$ cat src/rtl/draw_pkg.sv
// Shared definitions for the draw host-control/interrupt stage: state codes,
// register addresses and INTSTAT bit positions.
package draw_pkg;

  typedef enum logic [1:0] {
    IDLE = 2'd0,
    INIT = 2'd1,
    RUN  = 2'd2,
    ERR  = 2'd3
  } state_t;

  localparam logic [2:0] ADDR_CTRL    = 3'd0;
  localparam logic [2:0] ADDR_STATUS  = 3'd1;
  localparam logic [2:0] ADDR_INTSTAT = 3'd2;
  localparam logic [2:0] ADDR_INTMASK = 3'd3;
  localparam logic [2:0] ADDR_ERRINFO = 3'd4;
  localparam logic [2:0] ADDR_TIMEOUT = 3'd5;

  localparam int unsigned INT_DONE = 0;
  localparam int unsigned INT_ERR  = 1;
  localparam int unsigned INT_TO   = 2;
  localparam int unsigned INT_REJ  = 3;

endpackage

$ cat src/rtl/draw_wdt.sv
// Draw-run watchdog: counts enabled cycles and flags the cycle on which the
// count reaches LIMIT-1. LIMIT of zero disables expiry.
module draw_wdt #(
  parameter int unsigned TO_W = 24
) (
  input  logic            CLK,
  input  logic            RST,
  input  logic            CLR,
  input  logic            EN,
  input  logic [TO_W-1:0] LIMIT,
  output logic            EXPIRE
);

  logic [TO_W-1:0] count;

  always_ff @(posedge CLK) begin
    if (RST || CLR) begin
      count <= '0;
    end else if (EN) begin
      count <= count + TO_W'(1);
    end
  end

  assign EXPIRE = (LIMIT != '0) && (count == LIMIT - TO_W'(1));

endmodule

$ cat src/rtl/draw_intctrl.sv
// Host-facing control and interrupt stage for the draw engine: run FSM,
// sticky interrupt status, watchdog and a small register port.
module draw_intctrl
  import draw_pkg::*;
#(
  parameter int unsigned     TO_W       = 24,
  parameter logic [TO_W-1:0] TO_DEFAULT = 24'h0F_FFFF
) (
  input  logic        CLK,
  input  logic        RST,
  input  logic        REG_WE,
  input  logic        REG_RE,
  input  logic [2:0]  REG_ADDR,
  input  logic [31:0] REG_WDATA,
  output logic [31:0] REG_RDATA,
  output logic        REG_RVALID,
  input  logic        DRW_INT,
  input  logic        DRW_ERRINT,
  input  logic [11:0] ERROR_REG,
  input  logic        BUSY,
  input  logic        WORKINGDRW,
  output logic        INITCMND,
  output logic        DRW_START,
  output logic        IRQ
);

  state_t          state, state_nxt;
  logic [3:0]      intstat, intmask;
  logic [11:0]     errinfo;
  logic [TO_W-1:0] timeout;

  logic        wr_ctrl, start_req, abort_req;
  logic [3:0]  w1c, set_bits;
  logic        init_nxt, start_nxt, errinfo_clr;
  logic        wdt_clr, wdt_en, wdt_expire;
  logic [31:0] rd_mux;
  logic        unused_wdata;

  assign wr_ctrl      = REG_WE && (REG_ADDR == ADDR_CTRL);
  assign start_req    = wr_ctrl && REG_WDATA[0];
  assign abort_req    = wr_ctrl && REG_WDATA[1];
  assign w1c          = (REG_WE && (REG_ADDR == ADDR_INTSTAT)) ? REG_WDATA[3:0] : 4'd0;
  assign unused_wdata = ^REG_WDATA;

  always_comb begin
    state_nxt            = state;
    init_nxt             = 1'b0;
    start_nxt            = 1'b0;
    errinfo_clr          = 1'b0;
    wdt_clr              = 1'b0;
    wdt_en               = 1'b0;
    set_bits             = '0;
    // Event pulses latch in every state; only RUN reacts to them.
    set_bits[INT_DONE]   = DRW_INT;
    set_bits[INT_ERR]    = DRW_ERRINT;
    if (abort_req) begin
      state_nxt = IDLE;
      init_nxt  = 1'b1;
      wdt_clr   = 1'b1;
    end else begin
      if (start_req && (state != IDLE)) set_bits[INT_REJ] = 1'b1;
      case (state)
        IDLE: begin
          if (start_req) begin
            state_nxt   = INIT;
            init_nxt    = 1'b1;
            errinfo_clr = 1'b1;
          end
        end
        INIT: begin
          state_nxt = RUN;
          start_nxt = 1'b1;
          wdt_clr   = 1'b1;
        end
        RUN: begin
          if (DRW_ERRINT) begin
            state_nxt = ERR;
          end else if (DRW_INT) begin
            state_nxt = IDLE;
          end else if (wdt_expire) begin
            state_nxt        = ERR;
            set_bits[INT_TO] = 1'b1;
            init_nxt         = 1'b1;
          end else begin
            wdt_en = 1'b1;
          end
        end
        ERR: begin
          if (!intstat[INT_ERR] && !intstat[INT_TO]) state_nxt = IDLE;
        end
        default: state_nxt = IDLE;
      endcase
    end
  end

  always_ff @(posedge CLK) begin
    if (RST) begin
      state     <= IDLE;
      intstat   <= '0;
      intmask   <= '0;
      errinfo   <= '0;
      timeout   <= TO_DEFAULT;
      INITCMND  <= 1'b0;
      DRW_START <= 1'b0;
    end else begin
      state     <= state_nxt;
      INITCMND  <= init_nxt;
      DRW_START <= start_nxt;
      // Hardware set takes precedence over a same-cycle W1C.
      intstat   <= (intstat & ~w1c) | set_bits;
      if (REG_WE && (REG_ADDR == ADDR_INTMASK)) intmask <= REG_WDATA[3:0];
      if (REG_WE && (REG_ADDR == ADDR_TIMEOUT)) timeout <= REG_WDATA[TO_W-1:0];
      if (DRW_ERRINT && !intstat[INT_ERR]) begin
        errinfo <= ERROR_REG;
      end else if (errinfo_clr) begin
        errinfo <= '0;
      end
    end
  end

  draw_wdt #(
    .TO_W (TO_W)
  ) u_wdt (
    .CLK    (CLK),
    .RST    (RST),
    .CLR    (wdt_clr),
    .EN     (wdt_en),
    .LIMIT  (timeout),
    .EXPIRE (wdt_expire)
  );

  always_comb begin
    rd_mux = '0;
    case (REG_ADDR)
      ADDR_STATUS:  rd_mux = {28'd0, WORKINGDRW, BUSY, state};
      ADDR_INTSTAT: rd_mux = {28'd0, intstat};
      ADDR_INTMASK: rd_mux = {28'd0, intmask};
      ADDR_ERRINFO: rd_mux = {20'd0, errinfo};
      ADDR_TIMEOUT: rd_mux = 32'(timeout);
      default:      rd_mux = '0;
    endcase
  end

  always_ff @(posedge CLK) begin
    if (RST) begin
      REG_RVALID <= 1'b0;
      REG_RDATA  <= '0;
    end else begin
      REG_RVALID <= REG_RE;
      REG_RDATA  <= REG_RE ? rd_mux : 32'd0;
    end
  end

  assign IRQ = |(intstat & ~intmask);

endmodule

$ cat config.mk
export PLATFORM = sky130hd
export DESIGN_NAME = draw_intctrl
export DESIGN_NICKNAME = d
export VERILOG_FILES = /design/src/rtl/draw_pkg.sv /design/src/rtl/draw_wdt.sv /design/src/rtl/draw_intctrl.sv
export SDC_FILE = /design/constraint.sdc
export NUM_CORES = 1
export LEC_CHECK = 0
export CELL_PAD_IN_SITES_DETAIL_PLACEMENT = 1
export CELL_PAD_IN_SITES_GLOBAL_PLACEMENT = 2
export CORE_MARGIN = 5
export CORE_UTILIZATION = 31
export DETAILED_ROUTE_END_ITERATION = 10
export PLACE_DENSITY = 0.82
export SLEW_MARGIN = 20
export SYNTH_ARGS = -nofsm -noshare
export SYNTH_HDL_FRONTEND = slang
export SYNTH_SLANG_ARGS = --single-unit
$ cat constraint.sdc
create_clock -name CLK -period 3.52 [get_ports CLK]
set_input_delay 0.88 -clock CLK [delete_from_list [all_inputs] [get_ports CLK]]
set_output_delay 0.88 -clock CLK [all_outputs]
set_load 0.03 [all_outputs]
==> out/qor.tcl <==
set qor(status) {finished clean}
set qor(vdd_ir_drop_max_uv) 205
set qor(cts.root.buffer_cell) {sky130_fd_sc_hd__clkbuf_16}
set qor(r2r-start) {timeout[2]$_SDFFE_PP1P_}
set qor(dp.cells) 866
set qor(finalInstanceArea_sq_um) 6240
set qor(fin_crit_sh_pct) 93.9
set qor(layoutNonFillerInstCount) 881
set qor(min_delay_path_depth) 2
set qor(floorplan.core_area_sq_um) 15700
set qor(number_of_enable_flip_flop_cells_after_synthesis) 0
set qor(floorplan.die.height_um) 136
set qor(grt_setup_unrepaired) {false}
set qor(post_synth_inst_count) 589
set qor(post-route-worst-setup-slack_ns) 0.216
set qor(grt_start_max_net_pins) 28
set qor(highest_fanout_seen_on_the_critical_path) 19
set qor(tns_ns) 0
set qor(gp_congestion) 0.813
set qor(totalWireLength_um) 15200
set qor(yosys_most_used_dff) {sky130_fd_sc_hd__dfxtp_1}
set qor(die_x_um) 136
set qor(critPathCaptureType) {register}
set qor(postSynthAreaPerCell_sq_um) 8.32
set qor(post-place-ws_ns) 0.190
set qor(rr_worst_depth) 10
set qor(drt_first_iter_violations) 242
set qor(hold_path_startpoint) {errinfo[0]$_SDFFE_PP0P_}
set qor(hold_class) {register to register}
set qor(drive_above_1_share_pct) 7.22
set qor(effective_utilization_at_floorplan_pct) 31.2
set qor(clock_tree_from_tritoncts) {built}
set qor(crit_path_max_incr_delay_ns) 0.66
set qor(antennaDiodeCount) 0
set qor(fin_worst_skew_ns) 0.0108
set qor(wl_per_cell_um) 17.2
set qor(post_synthesis_instance_area_sq_um) 4900
set qor(numCtsBuffers) 9
set qor(floorplan.die_area_sq_um) 18400
set qor(worst_skew_late_latency_ns) 0.36
set qor(route.detailed.drc) 0
set qor(yosysUniqueCellTypes) 52
set qor(setup_violation_total_in_the_final_timing_report) 0
set qor(setup.reg_to_reg.worst_slack_ns) 0.22
set qor(cts.hold.buffers_added) 0
set qor(drt-pass1-iter-count) 4
set qor(detail_route.vias_per_cell) 5.22
set qor(asyncSetResetFlopFracSynth_pct) 0
set qor(tritoncts_num_sinks) 97
set qor(port-buffer-count) 74
set qor(clkSlewWorstSetupHoldPaths_ns) 0.07
set qor(ys_seq_elements) 97
set qor(required_ns) 3.80
set qor(cap_viol_max_count) 0
set qor(post-dp-hpwl_um) 11600
set qor(pleak_nw) 2.26
set qor(grtUsageTotal_pct) 17.1
set qor(crit_slowest_cell) {sky130_fd_sc_hd__or4_1}
set qor(globalRoute.totalOverflow) 0
set qor(tightest_slew_ns) 0.856
set qor(first_pass_grt_wire_length_um) 25200
set qor(critPathLaunchType) {register}
set qor(max_frequency_mhz) 303
set qor(worst-setup-path-type) {register to register}
set qor(cp.arrival_ns) 3.58
set qor(r2r-end) {u_wdt.count[7]$_SDFFE_PP0P_}
set qor(ctsLongestPathBuffers) 2
set qor(pwr_density_cell_nw_per_um2) 385
set qor(timing.critical_path.cells) {or4_1 > or4_1 > a311oi_1 > buf_4 > nor3_1 > nand4_1 > nor4_4 > buf_12 > or4_1 > a21oi_1}
set qor(destination_of_the_worst_hold_path) {errinfo[0]$_SDFFE_PP0P_}
set qor(timing_max_transition_violations_final) 0
set qor(post_dp_cell_area_sq_um) 5940
set qor(route.antenna.remaining_nets) 0
set qor(design.final.nets) 718
set qor(finalHoldViolations) 0
set qor(ios) 91
set qor(slew_headroom_pct) 42.7
set qor(number_of_antenna_violations_at_the_first_check_in_global_routing) 0
set qor(ranking_of_synthesized_cells_by_area) {sky130_fd_sc_hd__dfxtp_1 (40%), sky130_fd_sc_hd__nand2_1 (5.3%), sky130_fd_sc_hd__mux2i_1 (4.5%)}
set qor(synth_largest_type_area_fraction_pct) 39.6
set qor(yosysWarnings) 0
set qor(p_r_area_growth_vs_syn_pct) 27.3
set qor(detailroute.via_count) 4602
set qor(crit_top_cell) {sky130_fd_sc_hd__or4_1}
set qor(cts_max_level) 3
set qor(grt_pass1_vias) 4880
set qor(portion_of_the_post_synthesis_area_used_by_sequential_elements_pct) 39.6
set qor(layout_min_cycle_time_ns) 3.30
set qor(placement_rows) 46
set qor(synthDominantAreaCellType) {sky130_fd_sc_hd__dfxtp_1}
set qor(hold_slack_ns) 0.507
==> worst max-delay path: cells and delay by family, from the launching register on <==
kind	cells	cell delay, ns
simple gates	6	2.04
compound gates	2	0.43
flops	1	0.41
buf+inv	2	0.34
==> power by group <==
group / leakage (nW) / total [W] / switching, W / internal [W]
clock network: 0.143 / 0.00102 / 0.000461 / 0.000558
logic: 1.33 / 0.000239 / 0.000124 / 0.000114
registers: 0.787 / 0.00115 / 0.0000232 / 0.00112
total: 2.26 / 0.00240 / 0.000609 / 0.00179
==> placed cells by master (no fill, tap or decap), types with 9 or more instances in the layout <==
master and instances:
sky130_fd_sc_hd__nand4_1 9, sky130_fd_sc_hd__nor4_1 10, sky130_fd_sc_hd__nand3b_1 23, sky130_fd_sc_hd__xor2_1 9
sky130_fd_sc_hd__clkbuf_16 9, sky130_fd_sc_hd__xnor2_1 19, sky130_fd_sc_hd__a21oi_1 35, sky130_fd_sc_hd__nor2_1 53
sky130_fd_sc_hd__inv_1 9, sky130_fd_sc_hd__dfxtp_1 97, sky130_fd_sc_hd__nor3_1 10, sky130_fd_sc_hd__or4_1 21
sky130_fd_sc_hd__mux2i_1 22, sky130_fd_sc_hd__and3_1 11, sky130_fd_sc_hd__o31ai_1 20, sky130_fd_sc_hd__clkdlybuf4s50_1 74
sky130_fd_sc_hd__and2_1 13, sky130_fd_sc_hd__buf_4 23, sky130_fd_sc_hd__nand2_1 69, sky130_fd_sc_hd__nand3_1 19
sky130_fd_sc_hd__a22oi_1 14
==> sequential cells by signal, indices dropped and copies added, names as in the netlist <==
register	cells
errinfo	12
REG_RVALID	1
intstat	4
INITCMND	1
u_wdt.count	24
state	2
DRW_START	1
intmask	4
timeout	24
REG_RDATA	24
==> synthesized netlist by cell type (14+ instances only) <==
| cell | instances |
|---|---|
| sky130_fd_sc_hd__a21oi_1 | 35 |
| sky130_fd_sc_hd__a22oi_1 | 14 |
| sky130_fd_sc_hd__clkbuf_1 | 34 |
| sky130_fd_sc_hd__dfxtp_1 | 97 |
| sky130_fd_sc_hd__mux2i_1 | 22 |
| sky130_fd_sc_hd__nand2_1 | 69 |
| sky130_fd_sc_hd__nand3_1 | 19 |
| sky130_fd_sc_hd__nand3b_1 | 23 |
| sky130_fd_sc_hd__nor2_1 | 53 |
| sky130_fd_sc_hd__o31ai_1 | 20 |
| sky130_fd_sc_hd__or4_1 | 21 |
| sky130_fd_sc_hd__xnor2_1 | 19 |
==> final cells by class <==
class                           instances  area (sq um)
Clock buffer                            9           225
Clock inverter                          6          72.6
Fill cell                            1848          9480
Inverter                               10          37.5
Multi-Input combinational cell        443          2720
Sequential cell                        97          1940
Tap cell                              216           270
Timing Repair Buffer                  100           973
==> repair_timing <==
item	in CTS	in global routing
resized for setup	0	0
setup buffers	0	0
endpoints found under the hold margin	0	0
endpoints found under the setup margin	0	2
==> kinds of logic (layout without fill, tap and decap cells) <==
group	Yosys count	after routing	share of synthesized area, %
XOR/XNOR	28	28	5.01
adder cells (fa/ha/maj)	2	2	0.511
AND/OR/NAND/NOR	279	279	31.0
AO/OA/AOI/OAI	104	104	13.8
flip-flops	97	97	39.6
buffers and inverters	56	125	5.44
other	1	8	0.0766
multiplexers	22	22	4.50
==> per-layer routing <==
| layer | part of all wire, % | global-route usage (%) |
|---|---|---|
| met2 | 50 | 29.3 |
| met3 | 3.1 | 3.23 |
| met1 | 45 | 21.5 |
| met5 | 0 | 0 |
| met4 | 1.9 | 5.77 |
==> how the worst max path moves through the flow <==
stage                                   end                     from  cells after the start  slack [ns]
6_report        u_wdt.count[7]$_SDFFE_PP0P_  timeout[2]$_SDFFE_PP1P_                     10        0.22
5_1_grt               state[0]$_SDFFE_PP0P_  timeout[8]$_SDFFE_PP1P_                      7      0.0007
4_1_cts        u_wdt.count[22]$_SDFFE_PP0P_  timeout[8]$_SDFFE_PP1P_                      9        0.17
3_5_place_dp   u_wdt.count[16]$_SDFFE_PP0P_  timeout[8]$_SDFFE_PP1P_                      9        0.19
3_3_place_gp   u_wdt.count[17]$_SDFFE_PP0P_  timeout[8]$_SDFFE_PP1P_                      9        0.26
2_1_floorplan           INITCMND$_SDFF_PP0_  timeout[0]$_SDFFE_PP1P_                     14        0.31
==> per-stage QoR <==
step           util, %  total power, W
3_5_place_dp      37.8         0.00141
6_report          39.7         0.00240
2_1_floorplan        -         0.00130
3_3_place_gp      37.8         0.00140
4_1_cts           39.7         0.00244
5_1_grt           39.7         0.00251
No activity file was read; power rests on OpenSTA's default activity.
